File: config.mk
export PLATFORM = sky130hd
export DESIGN_NAME = score_digits_controller
export DESIGN_NICKNAME = d
export VERILOG_FILES = /design/src/rtl/score_digits_controller.sv
export SDC_FILE = /design/constraint.sdc
export NUM_CORES = 1
export LEC_CHECK = 0
export BUFFER_PORTS_ARGS = -buffer_cell sky130_fd_sc_hd__buf_2
export CAP_MARGIN = 20
export CORE_MARGIN = 2
export CORE_UTILIZATION = 36
export CTS_CLUSTER_DIAMETER = 60
export DETAILED_ROUTE_END_ITERATION = 8
export GPL_TIMING_DRIVEN = 0
export PLACE_DENSITY = 0.6
export SYNTH_ARGS = -nofsm -noshare
export SYNTH_HDL_FRONTEND = slang
export SYNTH_SLANG_ARGS = --single-unit
File: constraint.sdc
create_clock -name clk -period 2.1 [get_ports clk]
set_input_delay 0.315 -clock clk [delete_from_list [all_inputs] [get_ports clk]]
set_output_delay 0.315 -clock clk [all_outputs]
set_load 0.02 [all_outputs]
File: src/rtl/score_digits_controller.sv
`default_nettype none
// ============================================================================
//  Module   : score_digits_controller
//  Purpose  : Converts a binary score to four BCD digits (double dabble) and
//             decodes the VGA pixel position into digit slot/offset for the
//             bitmap renderer.
//  Revision : 1.0 - initial release
// ============================================================================
module score_digits_controller #(
    parameter int TOPLEFT_X     = 16,
    parameter int TOPLEFT_Y     = 8,
    parameter int DIGIT_W       = 32,
    parameter int DIGIT_H       = 64,
    parameter int BLANK_LEADING = 1
) (
    input  logic        clk,
    input  logic        reset,
    input  logic [13:0] scoreIn,
    input  logic        scoreLoad,
    input  logic [10:0] pixelX,
    input  logic [10:0] pixelY,
    output logic        busy,
    output logic        done,
    output logic [10:0] offsetX,
    output logic [10:0] offsetY,
    output logic        InsideRectangle,
    output logic [3:0]  digit
);

    typedef enum logic [1:0] {
        ST_IDLE   = 2'd0,
        ST_SHIFT  = 2'd1,
        ST_COMMIT = 2'd2
    } state_t;

    localparam int          c_w_sh       = $clog2(DIGIT_W);
    localparam logic [3:0]  c_last_shift = 4'd13;
    localparam logic [10:0] c_x_lo       = 11'(TOPLEFT_X);
    localparam logic [11:0] c_x_hi       = 12'(TOPLEFT_X + 4 * DIGIT_W);
    localparam logic [10:0] c_y_lo       = 11'(TOPLEFT_Y);
    localparam logic [11:0] c_y_hi       = 12'(TOPLEFT_Y + DIGIT_H);
    localparam logic [10:0] c_x_mask     = 11'(DIGIT_W - 1);

    state_t       state_q, state_d;
    logic [3:0]   cnt_q, cnt_d;
    logic [29:0]  sr_q, sr_d;
    logic [13:0]  pend_q, pend_d;
    logic         pend_valid_q, pend_valid_d;
    logic [15:0]  disp_q, disp_d;
    logic         busy_q, busy_d;
    logic         done_q, done_d;
    logic [10:0]  offset_x_q, offset_x_d;
    logic [10:0]  offset_y_q, offset_y_d;
    logic         inside_q, inside_d;
    logic [3:0]   digit_q, digit_d;

    logic [13:0]  w_load_val;
    logic [29:0]  w_adj;
    logic [10:0]  w_dx;
    logic [10:0]  w_dy;
    logic         w_in_rect;
    logic [1:0]   w_slot;
    logic [3:0]   w_digit;
    logic [3:0]   w_lead_zero;
    logic         w_show;

    // Conversion sequencer; register layout is {BCD[29:14], binary[13:0]}
    always_comb begin
        w_load_val = (scoreIn >= 14'd10000) ? 14'd9999 : scoreIn;

        w_adj = sr_q;
        for (int i = 0; i < 4; i++) begin
            if (sr_q[14 + 4 * i +: 4] >= 4'd5) begin
                w_adj[14 + 4 * i +: 4] = sr_q[14 + 4 * i +: 4] + 4'd3;
            end
        end

        state_d      = state_q;
        cnt_d        = cnt_q;
        sr_d         = sr_q;
        pend_d       = pend_q;
        pend_valid_d = pend_valid_q;
        disp_d       = disp_q;
        done_d       = 1'b0;

        case (state_q)
            ST_IDLE: begin
                if (scoreLoad) begin
                    sr_d    = {16'd0, w_load_val};
                    cnt_d   = 4'd0;
                    state_d = ST_SHIFT;
                end else if (pend_valid_q) begin
                    sr_d         = {16'd0, pend_q};
                    pend_valid_d = 1'b0;
                    cnt_d        = 4'd0;
                    state_d      = ST_SHIFT;
                end
            end
            ST_SHIFT: begin
                if (scoreLoad) begin
                    pend_d       = w_load_val;
                    pend_valid_d = 1'b1;
                end
                sr_d  = w_adj << 1;
                cnt_d = cnt_q + 4'd1;
                if (cnt_q == c_last_shift) begin
                    state_d = ST_COMMIT;
                    done_d  = 1'b1;
                end
            end
            ST_COMMIT: begin
                disp_d = sr_q[29:14];
                // A load arriving now supersedes any older pending value
                if (scoreLoad) begin
                    sr_d         = {16'd0, w_load_val};
                    pend_valid_d = 1'b0;
                    cnt_d        = 4'd0;
                    state_d      = ST_SHIFT;
                end else if (pend_valid_q) begin
                    sr_d         = {16'd0, pend_q};
                    pend_valid_d = 1'b0;
                    cnt_d        = 4'd0;
                    state_d      = ST_SHIFT;
                end else begin
                    state_d = ST_IDLE;
                end
            end
            default: state_d = ST_IDLE;
        endcase

        busy_d = (state_d != ST_IDLE);
    end

    // Pixel-side decode against the displayed (committed) digits
    always_comb begin
        w_dx      = pixelX - c_x_lo;
        w_dy      = pixelY - c_y_lo;
        w_in_rect = ({1'b0, pixelX} >= {1'b0, c_x_lo}) && ({1'b0, pixelX} < c_x_hi) &&
                    ({1'b0, pixelY} >= {1'b0, c_y_lo}) && ({1'b0, pixelY} < c_y_hi);
        w_slot    = w_dx[c_w_sh +: 2];

        case (w_slot)
            2'd0:    w_digit = disp_q[15:12];
            2'd1:    w_digit = disp_q[11:8];
            2'd2:    w_digit = disp_q[7:4];
            default: w_digit = disp_q[3:0];
        endcase

        w_lead_zero[0] = (disp_q[15:12] == 4'd0);
        w_lead_zero[1] = w_lead_zero[0] && (disp_q[11:8] == 4'd0);
        w_lead_zero[2] = w_lead_zero[1] && (disp_q[7:4] == 4'd0);
        w_lead_zero[3] = 1'b0;

        w_show = w_in_rect && !((BLANK_LEADING != 0) && w_lead_zero[w_slot]);

        inside_d   = w_show;
        offset_x_d = w_show ? (w_dx & c_x_mask) : 11'd0;
        offset_y_d = w_show ? w_dy : 11'd0;
        digit_d    = w_show ? w_digit : 4'd0;
    end

    always_ff @(posedge clk) begin
        if (reset) begin
            state_q      <= ST_IDLE;
            cnt_q        <= 4'd0;
            sr_q         <= 30'd0;
            pend_q       <= 14'd0;
            pend_valid_q <= 1'b0;
            disp_q       <= 16'd0;
            busy_q       <= 1'b0;
            done_q       <= 1'b0;
            offset_x_q   <= 11'd0;
            offset_y_q   <= 11'd0;
            inside_q     <= 1'b0;
            digit_q      <= 4'd0;
        end else begin
            state_q      <= state_d;
            cnt_q        <= cnt_d;
            sr_q         <= sr_d;
            pend_q       <= pend_d;
            pend_valid_q <= pend_valid_d;
            disp_q       <= disp_d;
            busy_q       <= busy_d;
            done_q       <= done_d;
            offset_x_q   <= offset_x_d;
            offset_y_q   <= offset_y_d;
            inside_q     <= inside_d;
            digit_q      <= digit_d;
        end
    end

    assign busy            = busy_q;
    assign done            = done_q;
    assign offsetX         = offset_x_q;
    assign offsetY         = offset_y_q;
    assign InsideRectangle = inside_q;
    assign digit           = digit_q;

endmodule
`default_nettype wire

# [Word-level counts from Yosys, hierarchy flattened]
# Index checks and enable logic that the tools add are counted.
[word_totals] wordCells=85 ff_bits=96 input_bits=39 romBits=0 latchBits=0 mem_count=0 ram_bits=0
[op_classes] div=0 bitwise_logic=2 n_reduce_logical=21 muxes=24 n_addsub=7 shift=0 n_mul=0 n_eq_ne=8 magnitude_cmp=10
[ops] operator="30-bit two-way mux" n=2
[ops] operator="30-bit one-hot mux with 2 select lines" n=1
[ops] operator="4-bit two-way mux" n=5
[ops] operator="4-bit by 3-bit greater-or-equal comparator with 1-bit output, second input constant" n=4
[ops] operator="14-bit greater-or-equal comparator, second input constant" n=1
[ops] operator="14-bit two-way mux" n=1
[ops] operator="4-bit by 2-bit adder with 4-bit output, second input constant" n=3
[ops] operator="4-bit zero test" n=3
[ops] operator="4-bit one-hot mux with 3 select lines" n=1
[ops] operator="11-bit by 4-bit greater-or-equal comparator with 1-bit output, second input constant" n=1
[ops] operator="11-bit by 5-bit greater-or-equal comparator with 1-bit output, second input constant" n=1
[ops] operator="11-bit by 7-bit < comparator with 1-bit output, second input constant" n=1
[ops] operator="11-bit by 8-bit < comparator with 1-bit output, second input constant" n=1
[ops] operator="11-bit by 4-bit subtractor with 11-bit output, second input constant" n=1
[ops] operator="4-bit one-hot mux with 2 select lines" n=1
[ops] operator="7-bit by 5-bit subtractor with 7-bit output, second input constant" n=1
[ops] operator="1-bit logical AND" n=6
[ops] operator="1-bit two-way mux" n=6
[ops] operator="2-bit two-way mux" n=3
[ops] operator="2-bit one-hot mux with 3 select lines" n=1
[ops] operator="2-bit OR reduction" n=3
[ops] operator="4-bit by 1-bit adder with 4-bit output, second input constant" n=1
[ops] operator="2-bit by 1-bit == test with 1-bit output, second input constant" n=2
[ops] operator="2-bit == test, second input constant" n=2
[ops] operator="15 further kinds" n=20

# [Longest topological paths before layout]
# Gate-level depths: netlist (run 1).
[logic_depth] ltp_word=9 mapped_depth=8 depth_no_buf=7

# [Worst setup path before layout (run 1)]
# No wires, ideal clock.
[synth_timing] path_type="input port to flip-flop" startpoint="in pixelY[4]" endpoint="reg offset_y_q[6], in the netlist offsetY[6]" t_arrival_ns=1.854 stages=8 setup_ns=0.066 path_buffers=1 path_slack_ns=0.180 path_cell_list="inv_1 -> ha_1 -> nand2b_4 -> a2111oi_4 -> nand4_1 -> or4_4 -> buf_6 -> a21oi_2"
[synth_via] elab_chain_cells=6
[synth_lines] item="from (decl)" line_no="21" source="input logic [10:0] pixelY,"
[synth_lines] item="11-bit by 4-bit greater-or-equal comparator with 1-bit output" line_no="139" source="({1'b0, pixelY} >= {1'b0, c_y_lo}) && ({1'b0, pixelY} < c_y_hi);"
[synth_lines] item="1-bit logical AND" line_no="138" source="w_in_rect = ({1'b0, pixelX} >= {1'b0, c_x_lo}) && ({1'b0, pixelX} < c_x_hi) &&"
[synth_lines] item="1-bit logical AND" line_no="139"
[synth_lines] item="1-bit logical AND" line_no="154" source="w_show = w_in_rect && !((BLANK_LEADING != 0) && w_lead_zero[w_slot]);"
[synth_lines] item="1-bit inverter (no source line)"
[synth_lines] item="2-bit OR reduction (no source line)"
[synth_lines] item="to (signal assigned)" line_no="186" source="offset_y_q <= offset_y_d;"
[synth_lines] item="to (decl)" line_no="53" source="logic [10:0] offset_y_q, offset_y_d;"
# Several ways; a longest one is shown, not always the timed one.
# A chain may end at the register's enable or synchronous reset.

# [Worst setup path in the final report (run 1)]
[layout_timing] startpoint="reg state_q[0]" endpoint="reg pend_q[9]"
[layout_via] elab_chain_cells=2
[layout_lines] item="from (decl)" line_no="44" source="state_t state_q, state_d;"
[layout_lines] item="from (signal assigned)" line_no="177" source="state_q <= state_d;"
[layout_lines] item="2-bit by 1-bit == test with 1-bit output" line_no="86" source="case (state_q)"
[layout_lines] item="2-bit AND reduction (no source line)"
[layout_lines] item="to (signal assigned)" line_no="180" source="pend_q <= pend_d;"
[layout_lines] item="to (decl)" line_no="47" source="logic [13:0] pend_q, pend_d;"
# No other way between the ends.

==> results of run 1 <==
==> stage by stage <==
stage	utilization	cell area, µm²	setup WS (ps)	TNS (ps)
2_1_floorplan	-	4015	179.6	0
3_3_place_gp	0.4142	4491	-50.63	-691.7
3_5_place_dp	0.4142	4491	-73.44	-1109
4_1_cts	0.4298	4659	120.7	0
5_1_grt	0.4307	4669	-23.56	-23.56
6_report	0.4307	4669	174.8	0
==> cell families (layout without fill, tap and decap cells) <==
logic type | count (synthesis) | after routing | share of synthesized area
AND/OR/NAND/NOR | 173 | 173 | 0.2044
AO/OA/AOI/OAI | 117 | 117 | 0.1879
flip-flops | 90 | 90 | 0.4508
buffers and inverters | 57 | 131 | 0.06324
adder cells (fa/ha/maj) | 14 | 14 | 0.04383
XOR/XNOR | 12 | 12 | 0.02630
multiplexers | 4 | 4 | 0.02254
other | 1 | 6 | 0.0009384
==> layout make-up <==
| class | count | share of cell area |
|---|---|---|
| inverters | 26 | 0.02090 |
| clock buffers | 13 | 0.03403 |
| clock inverters | 2 | 0.002680 |
| plain buffers | 30 | 0.03296 |
| well taps | 140 | 0.03751 |
| multi-input cells | 326 | 0.4218 |
| repair buffers | 60 | 0.06431 |
| flip-flops and latches | 90 | 0.3859 |
==> timing repair <==
action	4_1_cts	5_1_grt
endpoints found under the setup margin	11	5
gates cloned	0	0
gates resized for setup	1	4
pin swaps	0	0
==> worst register-to-register path: stages, from the launching register on <==
cell,delay (ps)
dfxtp_1,430
nor2b_1,330
and2_0,360
clkbuf_1,430
nor2_1,80
a211oi_1,220
==> sequential cells by signal, indices dropped and copies added (netlist names) <==
signal and cells:
state_q 2, busy 1, pend_valid_q 1, done 1
sr_q 30, pend_q 14, offsetY 11, cnt_q 4
disp_q 16, digit 4, offsetX 5, InsideRectangle 1
==> cells in the final DEF, fill, tap and decap left out, types with 3 or more instances in the layout <==
| cell | synthesis | layout |
|---|---|---|
| a21oi_1 | 39 | 38 |
| nand2b_1 | 7 | 7 |
| nand3b_1 | 4 | 4 |
| a211oi_1 | 10 | 10 |
| ha_1 | 14 | 14 |
| a21oi_2 | 2 | 3 |
| o31ai_1 | 4 | 4 |
| mux4_2 | 4 | 4 |
| buf_1 | 4 | 4 |
| xnor2_1 | 8 | 8 |
| buf_4 | 6 | 6 |
| nor3_1 | 10 | 9 |
| nor2_1 | 45 | 45 |
| nand3_1 | 6 | 6 |
| nor2b_2 | 3 | 3 |
| buf_2 | 1 | 61 |
| a221oi_1 | 6 | 6 |
| dfxtp_1 | 90 | 90 |
| nor2b_1 | 7 | 7 |
| nor4_1 | 5 | 5 |
| o21ai_0 | 29 | 29 |
| xor2_1 | 4 | 4 |
| a22oi_1 | 10 | 10 |
| inv_1 | 26 | 26 |
| conb_1 | 1 | 6 |
| clkbuf_8 | 0 | 11 |
| nand4_1 | 5 | 5 |
| nand2_1 | 66 | 66 |
| a22o_1 | 5 | 5 |
| clkbuf_1 | 18 | 17 |
==> power by group through the flow <==
stage               logic (mW)  registers, mW  clock network (mW)
floorplan                0.197           1.80                   0
global placement         0.305           1.81                   0
detailed placement       0.312           1.81                   0
CTS                      0.309           1.77                1.10
global route             0.346           1.78                1.16
finish                   0.310           1.77                1.07
==> worst paths after layout <==
check	endpoint	startpoint	cells past startpoint	slack (ps)
setup / recovery	pend_q[9]$_SDFFE_PP0P_	state_q[0]$_SDFF_PP0_	5	170
hold / removal	offsetX[4]$_SDFF_PP0_	pixelX[4]	2	160
setup reg to reg	pend_q[9]$_SDFFE_PP0P_	state_q[0]$_SDFF_PP0_	5	170
hold reg to reg	sr_q[0]$_SDFFE_PP0P_	sr_q[0]$_SDFFE_PP0P_	2	440
==> routing by layer <==
layer,wire length [µm],global-route usage
met1,4387,0.2013
met2,4514,0.2795
met3,465,0.04090
met4,159,0.06962
met5,0,0
==> results.cfg, run 1 <==
[routing]
ant_nets = 0
via_per_inst = 5.026
drtIter0Drc = 190
drcViolationCount = 0
vias = 3453
drt_wl_total_um = 9527
wl_per_cell_um = 13.87
dr.pass1.iters = 5

[placement]
dpl.hpwl_um = 7103
dp.cells = 673
io_buffers = 60
place.gp.congestion = 0.8098

[clock_network]
clock_path_buffers = 2
clk_pin_slew_ps = 80
cts_root_buf = clkbuf_8
cts_setup_buffers = 0
cts-buffers-inserted = 9
cts_hold_buf = 0
clock_latency_ps = 350
cts_htree_levels = 3
cts.sinks = 90
cts_tree = done

[cells_and_area]
synthToLayoutAreaGrowth_pct = 16.84
multi_input_area_mm2 = 0.001969
fin_nets = 596
drive_gt1_frac = 0.1846
n_antenna_cell = 0
layout.cells.non_filler = 687
fillers = 1123
seq_area_mm2 = 0.001802

[global_route]
grt_pass1_vias = 3305
antenna_found_initial = 0
grt_pass1_wl_um = 15380
overflow = 0
grt_usage = 0.1658
grt_max_degree = 14

[yosys]
synth.top_cells.by_count = dfxtp_1 (90), nand2_1 (66), nor2_1 (45)
synth.most_common_cell = dfxtp_1
ys.warnings.count = 0
yosys.area.top_type = dfxtp_1
yosys-top-cells-area = dfxtp_1 (45%), nand2_1 (6.2%), a21oi_1 (4.9%), ha_1 (4.4%), nor2_1 (4.2%)
synth_top_area_share = 0.4508
ys_seq_area_frac = 0.4508
ys_ff_latch = 90
synth.avg_cell_area_um2 = 8.539
ys.flop_type = dfxtp_1
syn-cell-area_mm2 = 0.003996
synthArstFlopShare = 0
yosysUniqueCellTypes = 51
syn_inst = 468
synth-edff-count = 0

[worst_setup_path]
path_delay_family = simple AND/OR/NAND/NOR gates
cpPeakStageDelay_ps = 430
cp-start-kind = flip-flop
crit_type = reg -> reg
cp_max_fo = 10
critical_path_buf_inv_count = 1
critical_path_required_ps = 2360
critPathSlowestCell = dfxtp_1
crit_arrival_ps = 2190
crit_chain = nor2b_1, and2_0, clkbuf_1, nor2_1, a211oi_1
end_kind = flip-flop

[power_and_ir_drop]
total_power_mw = 3.152
ir_worst_vdd_mv = 0.3917
swShare = 0.2546
seqPwrFrac = 0.562
leakagePower_nw = 1.875
combPwrFrac = 0.098
power_switching_mw = 0.8025
p_clk_frac = 0.339
p_int_mw = 2.350
powerDensity_mw_per_mm2 = 675.0

[timing]
hold-worst-slack_ps = 163.3
hold_viol = 0
period_minus_slack_ps = 1925
finalSetupViolCount = 0
final.setup_skew_ps = 6.015
slew_viol_final = 0
worst_pin_slew_ps = 609.0
rsz0062_at_grt = true
finalCritPeriodShare = 0.9167
fmax_mhz = 519.4
slew_headroom = 0.5940

[worst_hold_path]
hold_path.class = in -> reg

[job]
max_cap_violations = 0

[floorplan]
rows = 38
dieHeight_um = 109.4
die-area_mm2 = 0.01196
io_pins = 68
coreArea_mm2 = 0.01084
die_w_um = 109.4
start_util = 0.3687

[status]
status = complete, no violations
Power figures use the tool's default switching activity.
==> run 2: changes to the inputs <==
PLACE_DENSITY = unset   (was 0.6)
PLACE_DENSITY_LB_ADDON = 0.25   (was unset)
==> results.cfg, run 2 (same netlist as run 1, synthesis figures left out) <==
[global_route]
grt_pass1_vias = 3342
antenna_found_initial = 0
overflow = 0
grt_usage = 0.1688
grt_max_degree = 15
grt_pass1_wl_um = 15740

[placement]
place_area_mm2 = 0.004491
place.gp.congestion = 0.8072
io_buffers = 60
dpl.hpwl_um = 7136

[cells_and_area]
layout_common_cells = dfxtp_1 (89), nand2_1 (66), buf_2 (61), nor2_1 (45), a21oi_1 (39)
fin_nets = 596
postLayoutCellArea_mm2 = 0.004757
synthToLayoutAreaGrowth_pct = 19.04
top_register = sr_q
fillers = 1091
largest_reg_flops = 30
n_antenna_cell = 0
drive_gt1_frac = 0.1861
reg_top3 = sr_q x30, disp_q x16, pend_q x14
final_common_cell = dfxtp_1
fin_util = 0.4388

[clock_network]
cts-buffers-inserted = 9
cts_tree = done
clock_latency_ps = 360
clock_path_buffers = 2
cts_htree_levels = 3
cts_hold_buf = 0
cts_root_buf = clkbuf_8
cts.sinks = 90
clk_pin_slew_ps = 90

[floorplan]
dieHeight_um = 109.4
die_w_um = 109.4
die-area_mm2 = 0.01196
rows = 38
coreArea_mm2 = 0.01084
start_util = 0.3687
io_pins = 68

[power_and_ir_drop]
powerDensity_mw_per_mm2 = 764.0
ir_worst_vdd_mv = 0.4641
total_power_mw = 3.635
leakagePower_nw = 1.921

[worst_setup_path]
critPathSlowestCell = dfxtp_1
reg2reg_depth = 5
critical_path_required_ps = 2370
crit_chain = nor2b_1, and2_0, clkbuf_1, nor2_1, a211oi_1
crit_arrival_ps = 2140
crit_cells = 5
path_delay_family = simple AND/OR/NAND/NOR gates
end_kind = flip-flop
crit_type = reg -> reg
cp_max_fo = 10
cpPeakStageDelay_ps = 420
cp-start-kind = flip-flop
critical_path_buf_inv_count = 1

[timing]
period_minus_slack_ps = 1865
slew_viol_final = 0
fmax_mhz = 536.3
finalCritPeriodShare = 0.8880
rsz0062_at_grt = false
slew_headroom = 0.5639
hold_viol = 0
worst_pin_slew_ps = 654.2
finalSetupViolCount = 0
finalSetupTns_ps = 0
final.setup_skew_ps = 4.016

[worst_hold_path]
whs_path_depth = 2
hold_path.class = in -> reg

[job]
max_cap_violations = 0

[status]
status = complete, no violations

[routing]
wl_per_cell_um = 13.98
drcViolationCount = 0
via_per_inst = 5.023
ant_nets = 0
vias = 3456
drtIter0Drc = 125
dr.pass1.iters = 4
drt_wl_total_um = 9616
[run 2: changes by cell type in the layout (fill, tap and decap cells not counted), sizes merged]
cell      change
bufinv        +4
clkbuf        -2
clkinvlp      -1
[run 2: through the flow]
step / instances / setup slack [ps] / hold WS [ps]
after floorplan: 473 / 179.6 / 387.4
after CTS: 688 / 118.7 / 132.3
after global routing: 688 / 4.980 / 134.1
after global placement: 673 / -30.33 / 434.3
after detailed placement: 673 / -79.37 / 432.8
final: 688 / 235.2 / 150.9
[run 2: cell type report]
cell class | count | area (µm²) | share of cell area
inverter | 26 | 97.59 | 0.02052
tap | 140 | 175.2 | 0.03682
sequential | 90 | 1803 | 0.3790
buffer | 30 | 153.9 | 0.03235
multi-input combinational | 326 | 1961 | 0.4122
clock inverter | 5 | 125.1 | 0.02630
clock buffer | 11 | 141.4 | 0.02972
timing repair buffer | 60 | 300.3 | 0.06312
[run 2: where the power goes]
group	total, mW	internal (mW)	switching [mW]
combinational	0.308	0.116	0.192
sequential	1.77	1.75	0.0272
clock	1.55	0.942	0.612
total	3.63	2.80	0.831
[run 2: what timing repair did]
action | CTS | global route
setup buffers | 0 | 0
resized for setup | 1 | 3
setup endpoints to repair | 9 | 6
[run 2: path summary, 6_finish.rpt]
kind | from | endpoint | slack [ps]
worst max-delay path | state_q[1]$_SDFF_PP0_ | pend_q[9]$_SDFFE_PP0P_ | 240
worst min-delay path | pixelX[4] | offsetX[4]$_SDFF_PP0_ | 150
worst max register to register | state_q[1]$_SDFF_PP0_ | pend_q[9]$_SDFFE_PP0P_ | 240
worst min register to register | sr_q[0]$_SDFFE_PP0P_ | sr_q[0]$_SDFFE_PP0P_ | 440
[run 2: per-layer routing]
metal | GRT usage | vias up | part of all wire
met1 | 0.2040 | 1631 | 0.45
met2 | 0.2778 | 68 | 0.48
li1 | - | 1744 | -
met5 | 0 | - | 0
met3 | 0.05513 | 13 | 0.050
met4 | 0.06691 | 0 | 0.017
